[config.mk]
export PLATFORM = sky130hd
export DESIGN_NAME = seg_scan_driver
export DESIGN_NICKNAME = d
export VERILOG_FILES = /design/src/rtl/seg_pkg.sv /design/src/rtl/seg_decoder.sv /design/src/rtl/seg_scan_driver.sv
export SDC_FILE = /design/constraint.sdc
export NUM_CORES = 1
export LEC_CHECK = 0
export ABC_AREA = 1
export CORE_MARGIN = 10
export CORE_UTILIZATION = 59
export CTS_CLUSTER_SIZE = 40
export DETAILED_ROUTE_END_ITERATION = 10
export GPL_ROUTABILITY_DRIVEN = 0
export PLACE_DENSITY = 0.88
export SETUP_SLACK_MARGIN = 0.5
export SKIP_LAST_GASP = 1
export SYNTH_ARGS = -nofsm -noshare
export SYNTH_HDL_FRONTEND = slang
export SYNTH_SLANG_ARGS = --single-unit
[constraint.sdc]
create_clock -name clk -period 3.8 [get_ports clk]
set_input_delay 0.57 -clock clk [delete_from_list [all_inputs] [get_ports clk]]
set_output_delay 0.57 -clock clk [all_outputs]
set_load 0.005 [all_outputs]
[src/rtl/seg_pkg.sv]
// seg_pkg
//   Shared constants for the 7-segment display path.
//   Segment vectors are ordered {a,b,c,d,e,f,g} = [6:0], with 1 meaning lit.
//   Contents:
//     SEG_DASH     segment pattern for the dash code (g only)
//     SEG_BLANK    all segments off
//     CODE_DASH    nibble code that renders as a dash
//     DIGIT_TABLE  segment patterns for the decimal digits 0..9
package seg_pkg;

  localparam logic [6:0] SEG_DASH  = 7'b0000001;
  localparam logic [6:0] SEG_BLANK = 7'b0000000;
  localparam logic [3:0] CODE_DASH = 4'hF;

  // Entry [n] is the pattern for digit n. The concatenation lists entry 9 first
  // because it becomes the most significant element of the packed array.
  localparam logic [9:0][6:0] DIGIT_TABLE = {
    7'b1111011,  // 9 abcdfg
    7'b1111111,  // 8 abcdefg
    7'b1110000,  // 7 abc
    7'b1011111,  // 6 acdefg
    7'b1011011,  // 5 acdfg
    7'b0110011,  // 4 bcfg
    7'b1111001,  // 3 abcdg
    7'b1101101,  // 2 abdeg
    7'b0110000,  // 1 bc
    7'b1111110   // 0 abcdef
  };

endpackage

[src/rtl/seg_decoder.sv]
// seg_decoder
//   Combinational nibble to 7-segment decoder.
//   Codes 0-9 give the standard digits, 10-14 give a blank, and 15 gives a dash.
//   Ports:
//     code  in   4  nibble to display
//     seg   out  7  {a,b,c,d,e,f,g}, 1 = lit (active-high; polarity is handled by the caller)
module seg_decoder
  import seg_pkg::*;
(
  input  logic [3:0] code,
  output logic [6:0] seg
);

  // Codes 10-14 are deliberately left blank. That lets the upstream stage
  // suppress a digit, for example a leading zero, while keeping its decimal point.
  always_comb begin
    seg = SEG_BLANK;
    if (code <= 4'd9) begin
      seg = DIGIT_TABLE[code];
    end else if (code == CODE_DASH) begin
      seg = SEG_DASH;
    end
  end

endmodule

[src/rtl/seg_scan_driver.sv]
// seg_scan_driver
//   Time-multiplexes a packed 4-digit code word onto one 4-digit 7-segment bank.
//   The word and the decimal points are captured once per frame, at the wrap from
//   digit 3 to digit 0, so a frame never mixes old and new digits. Each digit slot
//   starts with BLANK_CYC cycles in which every digit select is off, which
//   suppresses ghosting while the select lines change.
//   Parameters:
//     SCAN_DIV     clk cycles per digit slot (>= 4)
//     BLANK_CYC    dark cycles at the start of each slot (0..SCAN_DIV-1)
//     SEG_ACT_LOW  1 = segment lines are active-low
//     CS_ACT_LOW   1 = digit selects are active-low
//   Ports:
//     clk          in   1   system clock
//     rst          in   1   asynchronous, active-high reset
//     data         in   16  digit codes, digit i = data[4i+3:4i], digit 3 leftmost
//     dp           in   4   decimal point per digit, bit i -> digit i
//     seg_data     out  8   {a,b,c,d,e,f,g,dp}
//     seg_cs       out  4   one-hot digit select, bit i -> digit i
//     frame_start  out  1   1-cycle pulse in the cycle after data/dp are captured
module seg_scan_driver
  import seg_pkg::*;
#(
  parameter int unsigned SCAN_DIV    = 100_000,
  parameter int unsigned BLANK_CYC   = 1_000,
  parameter bit          SEG_ACT_LOW = 1'b0,
  parameter bit          CS_ACT_LOW  = 1'b0
) (
  input  logic        clk,
  input  logic        rst,
  input  logic [15:0] data,
  input  logic [3:0]  dp,
  output logic [7:0]  seg_data,
  output logic [3:0]  seg_cs,
  output logic        frame_start
);

  localparam int unsigned DIV_W = $clog2(SCAN_DIV);
  localparam logic [DIV_W-1:0] DIV_LAST = DIV_W'(SCAN_DIV - 1);
  localparam logic [DIV_W-1:0] BLANK_V  = DIV_W'(BLANK_CYC);

  localparam logic [7:0] SEG_IDLE = SEG_ACT_LOW ? 8'hFF : 8'h00;
  localparam logic [3:0] CS_IDLE  = CS_ACT_LOW  ? 4'hF  : 4'h0;

  logic [DIV_W-1:0] div_cnt;
  logic [1:0]       idx;
  logic [15:0]      shadow_data;
  logic [3:0]       shadow_dp;
  logic             live;
  logic             tick;
  logic             in_blank;
  logic [3:0]       cur_code;
  logic [6:0]       cur_seg7;
  logic [7:0]       seg_raw;
  logic [3:0]       cs_raw;

  assign tick = (div_cnt == DIV_LAST);

  // With BLANK_CYC = 0 there is no dark window. Handling that case separately
  // avoids an unsigned compare against zero, which would always be false.
  generate
    if (BLANK_CYC == 0) begin : g_no_blank
      assign in_blank = 1'b0;
    end else begin : g_blank
      assign in_blank = (div_cnt < BLANK_V);
    end
  endgenerate

  // Slot timing. The index resets to 3 so that the first tick wraps it to 0,
  // which is also the moment the first word is captured.
  // 'live' keeps the outputs dark until a real word has been captured.
  always_ff @(posedge clk or posedge rst) begin
    if (rst) begin
      div_cnt     <= '0;
      idx         <= 2'd3;
      shadow_data <= '0;
      shadow_dp   <= '0;
      live        <= 1'b0;
      frame_start <= 1'b0;
    end else begin
      frame_start <= 1'b0;
      if (tick) begin
        div_cnt <= '0;
        idx     <= idx + 2'd1;
        if (idx == 2'd3) begin
          shadow_data <= data;
          shadow_dp   <= dp;
          live        <= 1'b1;
          frame_start <= 1'b1;
        end
      end else begin
        div_cnt <= div_cnt + 1'b1;
      end
    end
  end

  assign cur_code = shadow_data[{idx, 2'b00} +: 4];

  seg_decoder u_decoder (
    .code (cur_code),
    .seg  (cur_seg7)
  );

  assign seg_raw = {cur_seg7, shadow_dp[idx]};
  assign cs_raw  = 4'b0001 << idx;

  // Output register. It lags div_cnt/idx by one cycle, so when a slot changes the
  // old digit stays lit for one more cycle and then goes dark for BLANK_CYC cycles
  // before the new digit appears. No two selects are ever active together.
  // Polarity is applied last, so the timing is identical for either polarity.
  always_ff @(posedge clk or posedge rst) begin
    if (rst) begin
      seg_data <= SEG_IDLE;
      seg_cs   <= CS_IDLE;
    end else if (live && !in_blank) begin
      seg_data <= SEG_ACT_LOW ? ~seg_raw : seg_raw;
      seg_cs   <= CS_ACT_LOW  ? ~cs_raw  : cs_raw;
    end else begin
      seg_data <= SEG_IDLE;
      seg_cs   <= CS_IDLE;
    end
  end

endmodule

After elaboration in Yosys (flattened, before gate mapping)
Memories as Yosys holds them, arrays and structs flattened.
Index checks and enable logic that the tools add are counted.

storage, ports and cells
  output and inout bits = 13
  bits in registers = 53
  bits in read-only memories = 112
  memories = 1
  bits of input ports = 22
  logic and storage cells = 33

memories
  memory           words  width  rd ports  clocked after Yosys merged registers in  write ports  line               source
  (no name shown)  16     7      1         0                                        0            seg_decoder.sv:19  seg = DIGIT_TABLE[code];

operators by class
  eq/ne operators = 3
  order comparisons = 4
  add/subtract/negate cells = 2
  reduce and logical (&&, ||, !) cells = 3
  shifts and indexed selects = 2
  multiplexer cells = 10

operators with widths
  operator                 count
  $add A17 B1 Y17 const B  1
  $eq A17 B17 Y1 const B   1
  $lt A17 B10 Y1 const B   1
  $mux W17                 1
  $shiftx A16 B5 Y4        1
  $mux W7                  2
  $mux W8                  1
  $lt A4 B5 Y1 const B     1
  $eq A4 B4 Y1 const B     1
  $le A4 B4 Y1 const B     1
  $mux W1                  4
  $mux W4                  1
  $shl A1 B2 Y4 const A    1
  $lt A2 B3 Y1 const B     1
  $add A2 B1 Y2 const B    1
  $bmux W1 S2              1
  $eq A2 B2 Y1 const B     1
  $reduce_and A2 Y1        1
  $logic_and A1 B1 Y1      1
  $logic_not A1 Y1         1

Depth between registers and ports, before layout
  depth in word-level cells = 5
  depth in mapped cells = 12
  mapped depth without buffers = 11

Modules after synthesis
Synthesis repeated with hierarchy kept, for this count alone.

unflattened totals
  cells, all modules = 355
  area, all modules = 2825.2 µm²

by module, submodules not included
  module           seq. area each (µm²)  times used  cells each  area each (µm²)
  seg_scan_driver  1328.8                1           313         2576.2
  seg_decoder      0.0                   1           42          249.0

Least setup slack after synthesis
Ideal clock, no wire load.

  path type = flip-flop to flip-flop
  start = register idx[0]
  end = register seg_data[2]
  clock period less this slack = 2.018 ns
  setup slack = 1.782 ns
  setup time = 0.118 ns
  buffers on the path = 1
  arrival = 1.901 ns
  required time = 3.682 ns
  cell stages (with the launch flop) = 13
  cells stage by stage = dfstp_2 > inv_1 > buf_4 > nand2_1 > nand3_1 > nand2_1 > inv_1 > ha_1 > or2_2 > nand2_1 > nand2_1 > nand2_2 > nor2_1

between the ends
  longest elaborated chain between the ends = 5
  elaborated cells on any way between the ends = 6
  classes of those cells = 1 x order compare; 1 x shift; 3 x mux; 1 x memory

RTL lines
  what                           line                    source
  start, declared                seg_scan_driver.sv:45   logic [1:0] idx;
  start signal, assigned         seg_scan_driver.sv:83   idx <= idx + 2'd1;
  $shiftx A16 B5 Y4 *            seg_scan_driver.sv:96   assign cur_code = shadow_data[{idx, 2'b00} +: 4];
  $mem_v2 Z16 W7                 --
  $mux W7 (implied by the code)  seg_decoder.sv:19
  $mux W7 *                      seg_decoder.sv:18       if (code <= 4'd9) begin
  $mux W8 *                      seg_scan_driver.sv:114  end else if (live && !in_blank) begin
  end signal, assigned           seg_scan_driver.sv:115  seg_data <= SEG_ACT_LOW ? ~seg_raw : seg_raw;
  end, declared                  seg_scan_driver.sv:32   output logic [7:0] seg_data,

Every way passes the cells marked *; elsewhere a longest branch is shown, timed or not. The select of a mux whose other input is x is not followed.
A chain may end at the register's enable or synchronous reset.

Worst setup path in the final report
  start = register idx[0]
  end = register seg_data[4]

The elaborated chain is that of the path after synthesis.

==> reports/summary.md <==
By count the netlist is led by 122 x nand2_1, 51 x dfrtp_1, 49 x inv_1. Yosys mapped a number of flops with a built-in enable equal to 0. TritonCTS built the clock tree. The areal power density over the cells is 307.6 nW/um^2. The net count after synthesis is 388, and the number of sinks on the clock net is 53. Synthesis produced a netlist whose cell count is 354.

The accumulated negative setup slack is 0 ns, and the synthesized area per cell is 7.702 um^2. The fraction of synthesized area in multiplexers is 0. Main flop type after synthesis: dfrtp_1. The critical path contains buffers and inverters numbering 2 combined. Data arrives at the worst endpoint at 2.60 ns. The area of the multi-input gates was 1150 um^2; the worst-case hold slack was 0.4693 ns. For the number of global-route vias before repair, the log shows 2189. The top-area cell type share of the netlist area was 0.4681; the height of the die was 87.98 um.

VDD sags by at most 0.0001871 V. Walking the worst path, the cells encountered are inv_1 > nand2_1 > nand3_1 > nand2_1 > inv_1 > ha_1 > or2_2 > nand2_1 > nand2_1 > nand2_2 > nor2_1. Summing all flip-flop and latch instances after layout gives 1329 um^2. The clock passes through at most 2 buffers. The logs give 5381 um for the total routed wirelength and 339 for the count of filler cells inserted in the layout. The starting density of the core was 0.6176; the actual transition at the worst max-transition pin was 1.054 ns. The run gives 0 as the count of pins over their slew limit. Worst max-slew margin expressed relative to the limit: 0.2962.

The max-cap check violation count was 0; the top achievable clock speed was 415.9 MHz. The initialized floorplan defines 24 standard-cell rows. The area overhead of the layout relative to synthesis is 17.49%.

Category of the critical setup timing path: reg -> reg. The endpoint identified for the worst register-to-register timing path is seg_data[4]$_DFF_PP0_. In the final routed layout, each cell accounts on average for 12.17 um. The tree is rooted in a clkbuf_8. The number of gates resized after CTS was 0. In this run the worst hold path is classified as reg -> reg.

The repair_antennas step left the layout with diodes totalling 0. The run finished with clean final reports. The run gives 4.00 ns as the data required time at the worst endpoint. After global routing the overflow that remains totals 0.

Basic-gate share of the synthesized area counting and, or, nand and nor cells: 0.3121. The most numerous cell on the critical path was nand2_1. The synthesized netlist occupies a cell area of 2726 um^2. After routing the design area is 3203 um^2. The compound-gate portion of the synthesized area was 0.04176. Detailed placement ended at an HPWL of 4036 um. The worst hold path cell count is 1, and the leakage dissipation is 1.696 nW. The number of vias per cell came out at 5.081.

The tools report the H-tree depth reported by CTS as 2. The worst register-to-register path has a setup slack of 1.40 ns. The floorplan step set the die width to 87.98 um. Summed over all instances, the cell type with the most area after synthesis is dfrtp_1.

Floorplan die area: 7740 um^2. The maximum number of pins on one net before global-route repair is 54. The tools report the count of nets left with antenna violations after detail routing as 0. The clock transition at the registers of the reported paths was 0.09 ns.

The worst setup path endpoint is seg_data[4]$_DFF_PP0_. Tracing the worst setup path back leads to its startpoint at idx[0]$_DFFE_PP1N_. The initial antenna violation count was 0; the clock buffer count from CTS was 5. Measured in cells, the most critical reg-to-reg path has a length of 11. The run gives 0 as the final count of hold timing violations. Counting flops and latches in the post-synthesis netlist gives 53. The setup violation total in the final timing report is 0. The number of different library cells in the post-synthesis netlist came out at 26. The worst setup path is launched from a register. For the worst-skew pair, the clock arrives at the later sink with an insertion delay of 0.30 ns.

The first TritonRoute pass finished after 4 iterations. The Yosys step of the flow raised 0 warnings. Yosys attributes the largest share of cell area to dfrtp_1 47%, nand2_1 17%, inv_1 6.7%.

On the critical path the largest part of the delay comes from simple AND/OR/NAND/NOR gates. The cell with the largest stage delay on the worst path is dfstp_2. Buffers placed on the I/O ports in this run total 34. STA classifies the critical path endpoint as a register.

The sequential-to-total area share from yosys stat is 0.4874, and the wire length of the first global-routing pass is 9114 um. The beginning of the worst register-to-register path was idx[0]$_DFFE_PP1N_. By area, the combinational part of the netlist is dominated by simple AND/OR/NAND/NOR gates. The largest fanout on the critical path came out at 14.

The final worst-path cycle share came out at 0.6327. The XOR/XNOR share of the synthesized area was 0.01285; the post-CTS setup-driven buffer insertion count was 0. In this run, the number of DRC markers left after iteration 0 of detailed routing was 124. The final route contains 2246 vias. The placed instances occupy a cell area of 3087 um^2. For this design, the CTS-stage hold fixing added 0 buffers. The path length in cells of the critical path is 11.

For this run, the slowest stage of the critical path takes 0.67 ns. The remaining routing DRC violations came out at 0. The most frequent cell after synthesis was nand2_1. The adder-cell area share of the yosys netlist is 0.05507. The floorplan step defined a core boundary enclosing 4414 um^2.

For the final database, setup skew stands at 0.005143 ns. The final layout contains 423 nets. The proportion of synthesized flip-flops having asynchronous set or reset was 1.000. The clock period could shrink to 2.404 ns.

Setup repair after global routing left no endpoint under its margin. The fraction of final layout cells sized beyond drive strength 1 came out at 0.06410. The overall track demand over capacity in global routing is 0.1434, and the number of top-level pins is 35.
-- metrics by stage --
| stage | setup WS (ns) | instances | total power [W] | utilization |
|---|---|---|---|---|
| final | 1.396 | 442 | 0.0009851 | 0.7256 |
| after global routing | 1.220 | 442 | 0.001018 | 0.7256 |
| after CTS | 1.429 | 442 | 0.0009929 | 0.7256 |
| after detailed placement | 1.449 | 434 | 0.0006074 | 0.6993 |
| after global placement | 1.572 | 434 | 0.0006067 | 0.6993 |
| after floorplan | 1.782 | 354 | 0.0005830 | - |
-- state kept, by name, summed over array words and instances (netlist names) --
| register | flops |
|---|---|
| seg_data | 8 |
| shadow_data | 16 |
| idx | 2 |
| div_cnt | 17 |
| seg_cs | 4 |
| frame_start | 1 |
| shadow_dp | 4 |
| live | 1 |
-- layout make-up --
type	count	area share
multi-input combinational	241	0.3590
tap	52	0.02031
clock inverter	1	0.009375
timing repair buffer	34	0.1062
sequential	53	0.4148
clock buffer	7	0.02695
inverter	54	0.06328
-- logic make-up (layout without fill, tap and decap cells) --
logic type / after synthesis / after routing
compound gates: 21 / 21
flops: 53 / 53
xor+xnor: 4 / 4
simple gates: 204 / 204
buf+inv: 60 / 96
fa+ha+maj: 12 / 12
-- how the worst min path moves through the flow --
| stage | startpoint | to | slack (ns) |
|---|---|---|---|
| after detailed placement | shadow_dp[1]$_DFFE_PP0P_ | shadow_dp[1]$_DFFE_PP0P_ | 0.46 |
| after global routing | div_cnt[0]$_DFF_PP0_ | div_cnt[0]$_DFF_PP0_ | 0.50 |
| after CTS | div_cnt[0]$_DFF_PP0_ | div_cnt[0]$_DFF_PP0_ | 0.48 |
| after floorplan | div_cnt[0]$_DFF_PP0_ | div_cnt[0]$_DFF_PP0_ | 0.43 |
| final | div_cnt[0]$_DFF_PP0_ | div_cnt[0]$_DFF_PP0_ | 0.47 |
| after global placement | live$_DFFE_PP0P_ | live$_DFFE_PP0P_ | 0.44 |
-- layout by cell type, fill, tap and decap left out, drive strengths merged --
master and n:
clkdlybuf4s50 34, or2 1, a21oi 9, clkbuf 7, dfrtp 51, o21ai 10, nor3 4, inv 54
nand2 124, xor2 4, nand3 20, o211ai 1, nand4 3, nor2 50, nand3b 2, dfstp 2
bufinv 1, o21bai 1, ha 12
-- power breakdown --
| group | switching (W) | internal [W] |
|---|---|---|
| Clock | 0.000175 | 0.000215 |
| Combinational | 0.0000129 | 0.0000187 |
| Sequential | 0 | 0.000564 |
| Total | 0.000188 | 0.000797 |
-- per-layer routing --
layer | GRT usage | part of all wire | vias to the layer above
li1 | - | - | 1133
met1 | 0.1707 | 0.46 | 1040
met2 | 0.2407 | 0.45 | 65
met3 | 0.04735 | 0.078 | 8
met4 | 0.04203 | 0.0095 | 0
met5 | 0 | 0 | -
(Power assumes the default switching activity.)
